File: src/rtl/lsu_pkg.sv
// lsu_pkg: shared encodings for the load/store unit.
//   - access size encodings (SIZE_BYTE/HALF/WORD)
//   - FSM state enum lsu_state_t
//   - lane width helpers
//   - SUBWORD_EN mirrors the LSU_SUBWORD_EN build macro so other code can
//     query the configuration without its own preprocessor guards.
package lsu_pkg;

  localparam logic [1:0] SIZE_BYTE = 2'b00;
  localparam logic [1:0] SIZE_HALF = 2'b01;
  localparam logic [1:0] SIZE_WORD = 2'b10;

  typedef enum logic [1:0] {
    IDLE  = 2'd0,
    READ  = 2'd1,
    WRITE = 2'd2,
    RESP  = 2'd3
  } lsu_state_t;

  localparam int BYTE_W = 8;
  localparam int HALF_W = 16;
  localparam int WORD_W = 32;

`ifdef LSU_SUBWORD_EN
  localparam bit SUBWORD_EN = 1'b1;
`else
  localparam bit SUBWORD_EN = 1'b0;
`endif

endpackage

File: src/rtl/lsu_lane_align.sv
// lsu_lane_align: combinational little-endian lane handling.
//   word        : registered memory word
//   addr        : byte offset within the word (selects the lane)
//   size        : access size
//   is_unsigned : zero-extend (1) / sign-extend (0) sub-word loads
//   wdata       : right-justified store data
//   load_data   : extended load value
//   store_word  : word with the store lane merged in, other lanes kept
// Compiled only when LSU_SUBWORD_EN is defined.
`ifdef LSU_SUBWORD_EN
module lsu_lane_align
  import lsu_pkg::*;
(
  input  logic [WORD_W-1:0] word,
  input  logic [1:0]        addr,
  input  logic [1:0]        size,
  input  logic              is_unsigned,
  input  logic [WORD_W-1:0] wdata,
  output logic [WORD_W-1:0] load_data,
  output logic [WORD_W-1:0] store_word
);

  logic [BYTE_W-1:0] lane_b;
  logic [HALF_W-1:0] lane_h;

  // lane k starts at bit 8k; half lane starts at bit 16*addr[1]
  assign lane_b = word[{addr, 3'b000} +: BYTE_W];
  assign lane_h = word[{addr[1], 4'b0000} +: HALF_W];

  always_comb begin
    load_data  = word;
    store_word = wdata;
    case (size)
      SIZE_BYTE: begin
        load_data  = {{(WORD_W-BYTE_W){~is_unsigned & lane_b[BYTE_W-1]}}, lane_b};
        store_word = word;
        store_word[{addr, 3'b000} +: BYTE_W] = wdata[BYTE_W-1:0];
      end
      SIZE_HALF: begin
        load_data  = {{(WORD_W-HALF_W){~is_unsigned & lane_h[HALF_W-1]}}, lane_h};
        store_word = word;
        store_word[{addr[1], 4'b0000} +: HALF_W] = wdata[HALF_W-1:0];
      end
      default: begin
        load_data  = word;
        store_word = wdata;
      end
    endcase
  end

endmodule
`endif

File: src/rtl/load_store_unit.sv
// load_store_unit: single-outstanding load/store initiator for the core's
// word-addressed data memory.
//   clk, rst_n                 : clock, async active-low reset
//   req_valid/req_ready        : request handshake (ready only in IDLE)
//   req_write/size/unsigned/addr/wdata : latched request fields
//   resp_valid/rdata/error     : one-cycle completion pulse
//   mem_read/write/addr/wdata  : memory strobes, word index, write word
//   mem_rdata                  : memory read data (same cycle as mem_read)
// Build option LSU_SUBWORD_EN enables byte/half accesses; without it only
// aligned word accesses are legal and sub-word sizes report an error.
module load_store_unit
  import lsu_pkg::*;
#(
  parameter int MEM_WORDS = 16
) (
  input  logic        clk,
  input  logic        rst_n,
  input  logic        req_valid,
  output logic        req_ready,
  input  logic        req_write,
  input  logic [1:0]  req_size,
  input  logic        req_unsigned,
  input  logic [31:0] req_addr,
  input  logic [31:0] req_wdata,
  output logic        resp_valid,
  output logic [31:0] resp_rdata,
  output logic        resp_error,
  output logic        mem_read,
  output logic        mem_write,
  output logic [31:0] mem_addr,
  output logic [31:0] mem_wdata,
  input  logic [31:0] mem_rdata
);

  lsu_state_t  state, state_nxt;
  logic        write_q, uns_q, err_q;
  logic [1:0]  size_q;
  logic [31:0] addr_q, wdata_q, rword_q;
  logic        req_err;
  logic        accept;
  logic [31:0] load_data, store_word;

  assign accept = req_valid && (state == IDLE);

  // request legality, evaluated on the live request at accept time
  always_comb begin
    case (req_size)
      SIZE_BYTE: req_err = !SUBWORD_EN;
      SIZE_HALF: req_err = !SUBWORD_EN || req_addr[0];
      SIZE_WORD: req_err = (req_addr[1:0] != 2'b00);
      default:   req_err = 1'b1;
    endcase
    if ({2'b00, req_addr[31:2]} >= 32'(MEM_WORDS)) req_err = 1'b1;
  end

  always_comb begin
    state_nxt = state;
    case (state)
      IDLE: if (req_valid) begin
        if (req_err)                     state_nxt = RESP;
        else if (!req_write)             state_nxt = READ;
        else if (req_size == SIZE_WORD)  state_nxt = WRITE;
        else                             state_nxt = READ;
      end
      // a write after a read only happens for sub-word stores
      READ:    state_nxt = (SUBWORD_EN && write_q) ? WRITE : RESP;
      WRITE:   state_nxt = RESP;
      default: state_nxt = IDLE;
    endcase
  end

  always_ff @(posedge clk or negedge rst_n) begin
    if (!rst_n) begin
      state   <= IDLE;
      write_q <= 1'b0;
      uns_q   <= 1'b0;
      err_q   <= 1'b0;
      size_q  <= SIZE_WORD;
      addr_q  <= '0;
      wdata_q <= '0;
      rword_q <= '0;
    end else begin
      state <= state_nxt;
      if (accept) begin
        write_q <= req_write;
        uns_q   <= req_unsigned;
        err_q   <= req_err;
        size_q  <= req_size;
        addr_q  <= req_addr;
        wdata_q <= req_wdata;
      end
      if (state == READ) rword_q <= mem_rdata;
    end
  end

`ifdef LSU_SUBWORD_EN
  lsu_lane_align u_align (
    .word        (rword_q),
    .addr        (addr_q[1:0]),
    .size        (size_q),
    .is_unsigned (uns_q),
    .wdata       (wdata_q),
    .load_data   (load_data),
    .store_word  (store_word)
  );
`else
  // word-only build: no lane handling, offset/size/sign fields are dead
  logic unused_sub;
  assign unused_sub = ^{req_unsigned, uns_q, size_q, addr_q[1:0]};
  assign load_data  = rword_q;
  assign store_word = wdata_q;
`endif

  // all outputs decode from registered state, so async reset clears them
  assign req_ready  = (state == IDLE);
  assign mem_read   = (state == READ);
  assign mem_write  = (state == WRITE);
  assign resp_valid = (state == RESP);
  assign mem_addr   = {2'b00, addr_q[31:2]};
  assign mem_wdata  = mem_write ? store_word : 32'h0;
  assign resp_rdata = (resp_valid && !write_q && !err_q) ? load_data : 32'h0;
  assign resp_error = resp_valid && err_q;

endmodule

File: config.mk
export PLATFORM = sky130hd
export DESIGN_NAME = load_store_unit
export DESIGN_NICKNAME = d
export VERILOG_FILES = /design/src/rtl/lsu_pkg.sv /design/src/rtl/lsu_lane_align.sv /design/src/rtl/load_store_unit.sv
export SDC_FILE = /design/constraint.sdc
export NUM_CORES = 1
export LEC_CHECK = 0
export BUFFER_PORTS_ARGS = -buffer_cell sky130_fd_sc_hd__buf_2
export CORE_UTILIZATION = 46
export CTS_CLUSTER_DIAMETER = 50
export DETAILED_ROUTE_END_ITERATION = 8
export GPL_TIMING_DRIVEN = 0
export PLACE_DENSITY = 0.8
export SYNTH_ARGS = -nofsm -noshare
export SYNTH_HDL_FRONTEND = slang
export SYNTH_SLANG_ARGS = --single-unit
File: constraint.sdc
create_clock -name clk -period 2.2 [get_ports clk]
set_input_delay 0.44 -clock clk [delete_from_list [all_inputs] [get_ports clk]]
set_output_delay 0.44 -clock clk [all_outputs]
set_load 0.02 [all_outputs]
==> flow_metrics.py <==
metrics = {
    "place": {
        "dpl.hpwl_um": 7376,
        "numPortBuffers": 200,
        "place.gp.congestion": 0.7709,
        "place_inst": 621,
    },
    "clock_network": {
        "clock_path_buffers": 2,
        "cts_tree": "done",
        "cts.sink_count": 98,
        "clkLatencyLatePin_ns": 0.35,
        "cts.clk_slew.worst_paths_ns": 0.09,
        "cts_made_buffers": 9,
        "root_buffer": "clkbuf_8",
        "htreeDepth": 3,
    },
    "sta": {
        "fin_crit_sh_pct": 97.70,
        "whs_ns": 0.06664,
        "final_hold_viol_count": 0,
        "slew_headroom_pct": 63.30,
        "rsz0062_at_grt": "yes",
        "setup_violations": 0,
        "worst_pin_slew_ns": 0.5505,
        "drv_slew": 0,
        "fmax_mhz": 465.2,
        "finClkSkew_ns": 0.01270,
        "layout_min_cycle_time_ns": 2.149,
    },
    "cells_and_area": {
        "final_cells": 643,
        "layout-drive-gt1-share_pct": 65.05,
        "syn_to_final_growth_pct": 37.48,
        "layout.nets": 637,
        "diodes": 0,
        "multiInputGateArea_um2": 1778,
        "seq_area_um2": 2454,
        "fillers": 676,
    },
    "run": {
        "cap_violations": 0,
    },
    "logic_synthesis": {
        "synthTopCellsByCount": "dfrtp_1 (98), mux2_2 (94), and2_1 (65)",
        "ys.flop_type": "dfrtp_1",
        "synth-edff-count": 0,
        "ys_seq_elements": 98,
        "yosys.area.top_type": "dfrtp_1",
        "ys_seq_area_share_pct": 57.48,
        "synthArstFlopShare_pct": 100.0,
        "synth_warnings": 0,
        "yosysUniqueCellTypes": 24,
        "syn-cell-area_um2": 4267,
        "synth_top_cell_area_share_pct": 57.48,
        "yosys-top-cells-area": "dfrtp_1 (57%), mux2_2 (25%), and2_1 (9.5%)",
        "yosysMostFrequentCell": "dfrtp_1",
        "synth_area_per_cell_um2": 13.72,
        "synth_cells": 311,
    },
    "critical_path": {
        "worst_r2r_path_depth": 5,
        "required_ns": 1.76,
        "cp_max_fo": 10,
        "path_class": "reg2out",
        "cp.arrival_ns": 1.71,
        "end_kind": "output port",
        "startpoint_type": "flop",
    },
    "global_route": {
        "overflow": 0,
        "grt_pass1_wl_um": 15900,
        "grt_max_degree": 59,
        "grt_pass1_vias": 3343,
        "grt_usage_pct": 21.06,
        "antenna_found_initial": 0,
    },
    "status": {
        "status": "complete, but fails checks",
        "violations": "DRC",
    },
    "floorplanning": {
        "start_util_pct": 48.22,
        "dieWidth_um": 98.31,
        "die_y_um": 98.31,
        "dieArea_um2": 9664,
        "fp-row-count": 34,
        "io_pins": 204,
        "coreArea_um2": 8848,
    },
    "power": {
        "switchingPower_uw": 2797,
        "leakagePower_uw": 0.002940,
        "ir_drop_v": 0.0007483,
        "p_seq_share_pct": 40.9,
        "combPwrFrac_pct": 44.7,
        "switching_share_pct": 36.39,
        "power_uw": 7685,
        "power_density_nw_per_um2": 1310,
        "power.internal_uw": 4889,
        "clockPowerShare_pct": 14.3,
    },
    "detailed_routing": {
        "totalWireLength_um": 9961,
        "drtPass1Iterations": 8,
        "vias": 3166,
        "route.detailed.drc": 12,
        "antenna_left": 0,
        "drtIter0Drc": 75,
        "avgViaCountPerCell": 4.924,
        "drt-wirelength-per-cell_um": 15.49,
    },
    "min_path": {
        "hold_path.class": "in2async",
    },
}
-- path summary, 6_finish.rpt --
check / end / startpoint / slack, ns
min in group clk: load_data[11] / mem_rdata[11] / 0.31
min reg2reg: load_data[31] / load_data[31] / 0.49
max: resp_rdata[6] / state[0] / 0.05
min: load_data[24] / rst_n / 0.07
max reg2reg: addr_q[13] / state[0] / 0.33
max in group asynchronous: store_word[10] / rst_n / 1.47
-- per-stage QoR --
stage / setup slack, ns / utilization, % / cell area [µm²] / setup TNS, ns
global placement: -0.2660 / 61.10 / 5406 / -25.76
finish: 0.05052 / 66.29 / 5866 / 0
CTS: 0.002134 / 64.61 / 5717 / 0
floorplan: 0.2219 / - / 4270 / 0
global route: -0.02569 / 66.29 / 5866 / -0.2254
detailed placement: -0.1057 / 61.44 / 5436 / -1.386
-- cells in the final DEF, fill, tap and decap left out, types with 3 or more instances in the layout --
master	count
nand2_1	3
nor2b_1	4
nor4_1	5
dfrtp_1	97
buf_6	8
mux2_2	94
and2_1	58
buf_2	179
buf_4	31
nor4_2	3
clkbuf_8	14
clkinv_4	3
and2_4	7
-- state kept, by name, summed over array words and instances, names as in the netlist --
register,flops
write_q,1
store_word,32
err_q,1
state,2
load_data,32
addr_q,30
-- metal layers --
| metal | vias up | part of all wire, % | GRT usage [%] |
|---|---|---|---|
| met1 | 1536 | 41 | 25.30 |
| met2 | 118 | 52 | 37.11 |
| met4 | 0 | 1.4 | 8.381 |
| met3 | 14 | 5.4 | 4.295 |
| met5 | - | 0 | 0 |
| li1 | 1498 | - | - |
-- critical path, stage by stage (launching register included) --
cell and delay (ns):
dfrtp_1 0.44, ha_4 0.19, nor3b_4 0.14, buf_6 0.13, clkbuf_8 0.15, and2_1 0.16
buf_4 0.15
-- final cells by class --
type / instances / share of cell area, %
Timing Repair Buffer: 207 / 20.14
Multi-Input combinational cell: 194 / 30.31
Clock inverter: 4 / 0.5973
Clock buffer: 12 / 2.645
Buffer: 18 / 2.048
Sequential cell: 98 / 41.83
Tap cell: 108 / 2.304
Inverter: 2 / 0.1280
-- logic make-up (layout without fill, tap and decap cells) --
group,count (synthesis),after routing,synth area share (%)
compound gates,5,5,0.7624
fa+ha+maj,4,4,1.173
buf+inv,20,243,2.199
flops,98,98,57.48
mux,96,96,25.34
other cells,1,2,0.08789
simple gates,87,87,12.96
-- what timing repair did --
action / CTS / global route
cloned: 1 / 0
buffers inserted: 3 / 2
pin swaps: 1 / 1
setup endpoints to repair: 62 / 60
hold buffers: 0 / 0
resized for setup: 17 / 49
-- power groups by stage --
stage               Clock (µW)  Sequential (µW)  Combinational, µW
CTS                       1140             3140               3440
floorplan                    0             3420               2030
global placement             0             3100               3270
global route              1220             3270               3710
finish                    1100             3150               3440
detailed placement           0             3170               3380
(Power assumes the default switching activity.)
